===== config.mk =====
export PLATFORM = sky130hd
export DESIGN_NAME = ifetch_seq32_flat
export DESIGN_NICKNAME = d
export VERILOG_FILES = /design/src/rtl/ifetch_seq32_if.sv /design/src/rtl/ifetch_seq32.sv /design/src/flat_wrapper.sv
export SDC_FILE = /design/constraint.sdc
export NUM_CORES = 1
export LEC_CHECK = 0
export CAP_MARGIN = 20
export CORE_ASPECT_RATIO = 0.9
export CORE_UTILIZATION = 43
export CTS_CLUSTER_DIAMETER = 60
export CTS_CLUSTER_SIZE = 20
export DETAILED_ROUTE_END_ITERATION = 12
export PLACE_DENSITY = 0.8
export SLEW_MARGIN = 15
export SYNTH_ARGS = -nofsm -noshare
export SYNTH_HDL_FRONTEND = slang
export SYNTH_SLANG_ARGS = --single-unit

===== constraint.sdc =====
create_clock -name clock -period 3.4 [get_ports clock]
set_clock_uncertainty 0.15 [all_clocks]
set_input_delay 0.68 -clock clock [delete_from_list [all_inputs] [get_ports clock]]
set_output_delay 0.68 -clock clock [all_outputs]
set_load 0.03 [all_outputs]

===== src/rtl/ifetch_seq32_if.sv =====
// Instruction-memory fetch bus: word-addressed request held until a one-cycle ack.
interface ifetch_seq32_if #(
    parameter int ADDR_W = 14
);
    logic              req;
    logic [ADDR_W-1:0] addr;
    logic              ack;
    logic [31:0]       rdata;

    // fetch stage drives the request, memory answers with ack/rdata
    modport master (output req, output addr, input ack, input rdata);
    modport slave  (input req, input addr, output ack, output rdata);
endinterface


===== src/rtl/ifetch_seq32.sv =====
// MIPS32 instruction-fetch stage: owns the PC, fetches one word per instruction
// over the imem handshake, holds it while execute runs, and picks the next PC at commit.
module ifetch_seq32 #(
    parameter logic [31:0] RESET_PC    = 32'h0000_0000,
    parameter int          IMEM_ADDR_W = 14,
    parameter int          TIMEOUT     = 255
) (
    input  logic                   clock,
    input  logic                   reset,
    ifetch_seq32_if.master         imem,
    output logic [31:0]            Instruction,
    output logic                   inst_valid,
    output logic                   commit,
    input  logic                   stall,
    input  logic                   Branch,
    input  logic                   nBranch,
    input  logic                   Jmp,
    input  logic                   Jal,
    input  logic                   Jr,
    input  logic                   Zero,
    input  logic [31:0]            Addr_result,
    input  logic [31:0]            Read_data_1,
    output logic [31:0]            branch_base_addr,
    output logic [31:0]            link_addr,
    output logic [31:0]            pc,
    output logic                   fetch_err
);

    // counter only has to reach TIMEOUT; keep at least one bit for TIMEOUT=0
    localparam int CNT_W = (TIMEOUT < 1) ? 1 : $clog2(TIMEOUT + 1);
    localparam logic [CNT_W-1:0] CNT_LAST = CNT_W'(TIMEOUT);

    typedef enum logic [1:0] {
        S_REQ  = 2'd0,
        S_EXEC = 2'd1,
        S_HALT = 2'd2
    } state_t;

    state_t            state;
    logic [CNT_W-1:0]  wait_cnt;
    logic              req_q;
    logic              valid_q;
    logic [31:0]       pc_plus4;
    logic [31:0]       jump_target;
    logic              branch_taken;
    logic [31:0]       next_pc;

    assign pc_plus4         = pc + 32'd4;
    assign branch_base_addr = pc_plus4;
    assign jump_target      = {pc_plus4[31:28], Instruction[25:0], 2'b00};
    assign branch_taken     = (Branch & Zero) | (nBranch & ~Zero);

    // request is a registered FSM output, but reset must kill it in the same cycle
    assign imem.req   = req_q & ~reset;
    assign imem.addr  = pc[IMEM_ADDR_W+1:2];
    assign inst_valid = valid_q;
    assign commit     = valid_q & ~stall;

    // next-PC selection; only consumed on a commit cycle, Jr wins over Jal
    always_comb begin
        next_pc = pc_plus4;
        if (Jr)
            next_pc = Read_data_1 & ~32'h3;
        else if (Jmp | Jal)
            next_pc = jump_target;
        else if (branch_taken)
            next_pc = Addr_result & ~32'h3;
    end

    // fetch/execute FSM with registered request/valid and all architectural state
    always_ff @(posedge clock) begin
        if (reset) begin
            state       <= S_REQ;
            wait_cnt    <= '0;
            req_q       <= 1'b1;
            valid_q     <= 1'b0;
            pc          <= RESET_PC;
            Instruction <= 32'h0;
            link_addr   <= 32'h0;
            fetch_err   <= 1'b0;
        end else begin
            case (state)
                S_REQ: begin
                    if (imem.ack) begin
                        Instruction <= imem.rdata;
                        wait_cnt    <= '0;
                        req_q       <= 1'b0;
                        valid_q     <= 1'b1;
                        state       <= S_EXEC;
                    end else if (wait_cnt == CNT_LAST) begin
                        // memory never answered: park until reset
                        fetch_err <= 1'b1;
                        req_q     <= 1'b0;
                        state     <= S_HALT;
                    end else begin
                        wait_cnt <= wait_cnt + CNT_W'(1);
                    end
                end
                S_EXEC: begin
                    // a stalled instruction keeps pc, Instruction and link untouched
                    if (!stall) begin
                        pc <= next_pc;
                        if (Jal)
                            link_addr <= pc_plus4;
                        valid_q <= 1'b0;
                        req_q   <= 1'b1;
                        state   <= S_REQ;
                    end
                end
                S_HALT: begin
                    req_q   <= 1'b0;
                    valid_q <= 1'b0;
                end
                default: begin
                    req_q   <= 1'b0;
                    valid_q <= 1'b0;
                    state   <= S_HALT;
                end
            endcase
        end
    end

endmodule


===== src/flat_wrapper.sv =====
// flat-port wrapper written by rule: the top's interface ports become plain ports
module ifetch_seq32_flat 
#(
    parameter logic [31:0] RESET_PC    = 32'h0000_0000,
    parameter int          IMEM_ADDR_W = 14,
    parameter int          TIMEOUT     = 255
)
  (clock, reset, Instruction, inst_valid, commit, stall, Branch, nBranch, Jmp, Jal, Jr, Zero, Addr_result, Read_data_1, branch_base_addr, link_addr, pc, fetch_err, imem_req, imem_addr, imem_ack, imem_rdata);
  ifetch_seq32_if #(.ADDR_W(14)) imem_i ();
  input  logic clock;
  input  logic reset;
  output logic [31:0] Instruction;
  output logic inst_valid;
  output logic commit;
  input  logic stall;
  input  logic Branch;
  input  logic nBranch;
  input  logic Jmp;
  input  logic Jal;
  input  logic Jr;
  input  logic Zero;
  input  logic [31:0] Addr_result;
  input  logic [31:0] Read_data_1;
  output logic [31:0] branch_base_addr;
  output logic [31:0] link_addr;
  output logic [31:0] pc;
  output logic fetch_err;
  output wire logic [$bits(imem_i.req)-1:0] imem_req;
  output wire logic [$bits(imem_i.addr)-1:0] imem_addr;
  input wire logic [$bits(imem_i.ack)-1:0] imem_ack;
  input wire logic [$bits(imem_i.rdata)-1:0] imem_rdata;
  assign imem_req = imem_i.req;
  assign imem_addr = imem_i.addr;
  assign imem_i.ack = imem_ack;
  assign imem_i.rdata = imem_rdata;
  ifetch_seq32 #(.RESET_PC(RESET_PC), .IMEM_ADDR_W(IMEM_ADDR_W), .TIMEOUT(TIMEOUT)) u_core (.clock(clock), .reset(reset), .imem(imem_i), .Instruction(Instruction), .inst_valid(inst_valid), .commit(commit), .stall(stall), .Branch(Branch), .nBranch(nBranch), .Jmp(Jmp), .Jal(Jal), .Jr(Jr), .Zero(Zero), .Addr_result(Addr_result), .Read_data_1(Read_data_1), .branch_base_addr(branch_base_addr), .link_addr(link_addr), .pc(pc), .fetch_err(fetch_err));
endmodule

# After elaboration in Yosys (flattened, before gate mapping)
# Index checks and enable logic that the tools add are counted.
totals:
  wordCells: 53
  mem_bits_ro: 0
  mem_bits_rw: 0
  register_bits: 109
  n_memories: 0
  latchBits: 0
  output_inout_bits: 146
  inputBits: 106
classes:
  div_mod_pow: 0
  n_bitwise: 11
  order_cmp: 0
  addsub: 2
  n_reduce_logical: 9
  eq_ne: 7
  multipliers: 0
  muxes: 16
  shift: 0
op_table:
  columns: ["operator", "n"]
  rows:
  - ["2-to-1 mux 32 bit", 3]
  - ["adder 32 x 3 -> 32 bit, second input constant", 1]
  - ["2-to-1 mux 8 bit", 2]
  - ["AND reduction 2 bit", 5]
  - ["AND reduction 3 bit", 3]
  - ["adder 8 x 1 -> 8 bit, second input constant", 1]
  - ["== test 8 bit, second input constant", 1]
  - ["2-to-1 mux 2 bit", 3]
  - ["!= test 2 bit, second input constant", 3]
  - ["one-hot mux 2 bit (3 select lines)", 1]
  - ["2-to-1 mux 1 bit", 5]
  - ["NOT 1 bit", 5]
  - ["AND 1 bit", 4]
  - ["one-hot mux 1 bit (2 select lines)", 2]
  - ["!= test 3 x 2 -> 1 bit, second input constant", 1]
  - ["== test 2 x 1 -> 1 bit, second input constant", 1]
  - ["== test 2 bit, second input constant", 1]
  - ["logical NOT 2 bit", 1]
  - ["bitwise OR 1 bit", 2]

# Logic depth before layout (Yosys ltp)
logic_depth:
  word_depth: 6
  ltp_mapped: 8
  ltp_nobuf: 6

# Worst setup path before layout
# OpenSTA, ideal clock, no wires.
synth_timing:
  path_kind: "flip-flop to output port"
  from: "register u_core.pc[2]"
  to: "output port branch_base_addr[26]"
  path_buffers: 0
  t_arrival_ns: 2.649
  path_slack_ns: -0.079
  path_stages_with_launch: 6
  cell_sequence: "dfxtp_1 ha_1 nand2_1 or4_4 or4b_4 xnor2_1"
synth_via:
  elab_chain_cells: 1
synth_rtl:
  columns: ["element", "line", "source"]
  rows:
  - ["start, declared", "ifetch_seq32.sv:25", "output logic [31:0] pc,"]
  - ["start signal, assigned", "ifetch_seq32.sv:102", "pc <= next_pc;"]
  - ["adder 32 x 3 -> 32 bit", "ifetch_seq32.sv:48", "assign pc_plus4 = pc + 32'd4;"]
  - ["end, declared", "flat_wrapper.sv:24", "output logic [31:0] branch_base_addr;"]
# Every way passes these cells.

# Worst setup path in the final report
layout_timing:
  from: "register u_core.pc[4]"
  to: "output port branch_base_addr[23]"
# The elaborated chain is that of the path after synthesis.

==> impl_metrics.csv <==
group,metric,value,unit
status,outcome,"finished with violations",
status,failed_checks,"negative setup slack",
setup_path,rrSetupSlack,0.89,ns
global_routing,antenna_found_initial,0,
power_and_ir_drop,power.leakage,3.23,nW
timing,final-setup-viol-count,1,
timing,worst-slew-pin-transition,1.13,ns
global_routing,grt_first_pass_wirelength,30600,um
detailed_routing,drtIter0Drc,600,
finish,final_util,66.3,%
setup_path,path_max_fanout,7,
global_routing,grt_pass1_vias,5643,
min_path,min-delay-start,"u_core.Instruction[27]$_SDFFE_PP0P_",
floorplanning,ios,252,
timing,rsz0062_at_grt,"yes",
global_routing,overflow,0,
power_and_ir_drop,ir_worst_vdd,0.349,mV
place,place_area,8160,um^2
finish,num_antenna_cells,0,
synthesis,synthesis.area,5690,um^2
timing,setup_tns,-0.00628,ns
setup_path,critPathRequiredTime,2.57,ns
timing,layout_min_cycle_time,3.41,ns
min_path,hold_class,"reg2reg",
setup_path,startpoint_type,"register",
floorplanning,dieArea,13700,um^2
synthesis,ys_warn_count,0,
cts,clockRootBuffer,"clkbuf_16",
floorplanning,fp.dieW,123,um
global_routing,grt_max_degree,41,
detailed_routing,drc_errors,0,
synthesis,synth.distinct_cells,70,
finish,area_growth,49.1,%
place,place_ws,0.0631,ns
synthesis,syn_inst,730,
global_routing,grt.total_usage,28.9,%
place,dp_hpwl,15000,um
cts,cts.sinks,105,
synthesis,synthArstFlopShare,0,%
timing,slew_violations,0,
setup_path,cp.arrival,2.58,ns
finish,fillers,1100,
setup_path,r2r-end,"u_core.pc[18]$_SDFFE_PP0P_",
setup_path,endpoint_kind,"primary output",
floorplanning,fp.coreArea,12800,um^2
timing,fmax,0.294,GHz
detailed_routing,antenna_left,0,
synthesis,synth.avg_cell_area,7.79,um^2
synthesis,ys_ff_latch,105,
floorplanning,start_util,44.5,%
min_path,min_path_cells,2,
timing,relSlewSlack,24.7,%
timing,fin_crit_sh,100,%
place,io_buffers,241,
floorplanning,die_y,111,um
floorplanning,placementRows,39,
cts,numCtsBuffers,9,
job,maxCapViolations,0,
place,globalplace.congestion,0.921,
timing,timing.hold.ws,0.304,ns
detailed_routing,wl_per_cell,18.1,um
synthesis,dominantRegCellSynth,"dfxtp_1",
cts,cts_tree,"built",
finish,layout-drive-gt1-share,10.3,%
cts,path_clk_slew,0.07,ns
min_path,hold_end,"u_core.Instruction[27]$_SDFFE_PP0P_",
synthesis,synth_edf_count,0,
detailed_routing,wl,20200,um
cts,hold_buffers,0,
synthesis,ys_seq_area_share,37.0,%
setup_path,r2r_start,"u_core.pc[4]$_SDFFE_PP0P_",
cts,cts.htree.levels,3,
setup_path,rr_worst_depth,6,
power_and_ir_drop,p_per_area,362,nW/um^2
finish,final_area,8480,um^2
setup_path,crit_type,"reg2out",
timing,setup_slack,-0.00628,ns
timing,finalHoldViolCount,0,
detailed_routing,vias,6369,
cts,insertion_delay,0.35,ns
detailed_routing,firstDrtPassIters,7,
cts,cts.path.max_buffers,2,
detailed_routing,drt-vias-per-instance,5.69,
finish,nets,1058,
critical path: stages (launching register included):
cell             delay, ns
dfxtp_1               0.44
and4_2                0.33
nand4_1               0.27
o21a_1                0.29
or2_2                 0.29
clkdlybuf4s50_1       0.60
power breakdown:
| part | total, mW | leakage, nW | switching [mW] | internal [mW] |
|---|---|---|---|---|
| Sequential | 1.34 | 0.858 | 0.0583 | 1.29 |
| Clock | 0.972 | 0.123 | 0.472 | 0.500 |
| Combinational | 0.753 | 2.25 | 0.416 | 0.337 |
| Total | 3.07 | 3.23 | 0.947 | 2.12 |
state kept, by name, summed over array words and instances (netlist names):
name and count:
u_core.req_q 1, u_core.fetch_err 1, u_core.pc 30, u_core.Instruction 32, u_core.inst_valid 1, u_core.wait_cnt 8
u_core.link_addr 30, u_core.state 2
cell usage in the layout (no fill, tap or decap), types with 4 or more instances in the layout:
master,instances
nor2b_1,5
and4_1,7
nand3_1,23
dfxtp_1,102
mux2i_1,4
or2_2,5
clkbuf_16,9
inv_1,11
a21oi_1,65
nand2_1,115
clkdlybuf4s50_1,224
or3_1,10
o21ba_2,9
nor3_1,23
a211oi_1,8
and3_1,6
a31oi_1,8
o21ai_0,53
xnor2_1,11
xor2_1,10
a221o_1,6
conb_1,6
nand4_1,13
o211ai_1,6
and2_1,6
nor2_1,63
buf_4,43
a221oi_1,13
cells in the mapped netlist (6+ instances only):
library cell	instances	area share, %
buf_4	26	3.4
a221o_1	6	1.1
nor3_1	26	2.3
and2_1	6	0.66
or3_1	10	1.1
inv_1	11	0.73
clkbuf_1	38	2.5
nand2_1	115	7.6
nand4_1	13	1.4
a31oi_1	8	0.88
dfxtp_1	105	37
a221oi_1	13	2.0
xor2_1	10	1.5
nand3_1	23	2.0
o21ba_2	9	1.6
o21ai_0	53	4.7
o211ai_1	6	0.79
xnor2_1	13	2.0
and3_1	6	0.66
and4_1	7	1.1
a211oi_1	8	1.1
a21oi_1	65	5.7
nor2_1	63	4.2
what timing repair did:
action,4_1_cts,5_1_grt
setup endpoints to repair,7,8
resized for setup,5,9
buffers inserted,0,3
pin swaps,1,1
kinds of logic (layout without fill, tap and decap cells):
| logic type | after synthesis | in the layout | share of synthesized area [%] |
|---|---|---|---|
| mux | 5 | 5 | 0.902 |
| fa+ha+maj | 2 | 2 | 0.440 |
| compound gates | 210 | 210 | 24.2 |
| simple gates | 300 | 300 | 25.5 |
| xor+xnor | 23 | 23 | 3.54 |
| other cells | 1 | 6 | 0.0659 |
| buf+inv | 84 | 304 | 8.40 |
| flops | 105 | 105 | 37.0 |
metrics by stage:
step	instances	power [mW]
after floorplan	735	1.77
after global placement	1100	2.11
after detailed placement	1100	2.12
after CTS	1116	3.07
after global routing	1119	3.19
final	1119	3.07
worst max-delay path by stage:
stage / startpoint / end / slack (ns) / depth (start not counted)
CTS: u_core.pc[2]$_SDFFE_PP0P_ / branch_base_addr[26] / -0.005 / 6
detailed placement: Jal / u_core.pc[25]$_SDFFE_PP0P_ / 0.06 / 6
floorplan: u_core.pc[2]$_SDFFE_PP0P_ / branch_base_addr[24] / 0.02 / 6
finish: u_core.pc[4]$_SDFFE_PP0P_ / branch_base_addr[23] / -0.006 / 5
global route: u_core.pc[4]$_SDFFE_PP0P_ / branch_base_addr[23] / -0.09 / 5
global placement: Jal / u_core.pc[25]$_SDFFE_PP0P_ / 0.10 / 6
routing by layer:
layer  global-route usage [%]  routed length (um)  up-vias  share of wire, %
met5                        0                   0        -                 0
li1                         -                   -     3050                 -
met3                     6.22                1850       43               9.1
met4                     9.96                 552        0               2.7
met1                     40.2                8720     2950                43
met2                     43.8                9100      326                45
layout make-up:
class	count	area (um^2)	area share [%]
clock buffer	12	236	2.79
clock inverter	4	28.8	0.339
inverter	11	41.3	0.487
multi-input combinational	546	3170	37.4
sequential	105	2110	24.8
tap	164	205	2.42
timing repair buffer	277	2690	31.8
(Power assumes the default switching activity.)
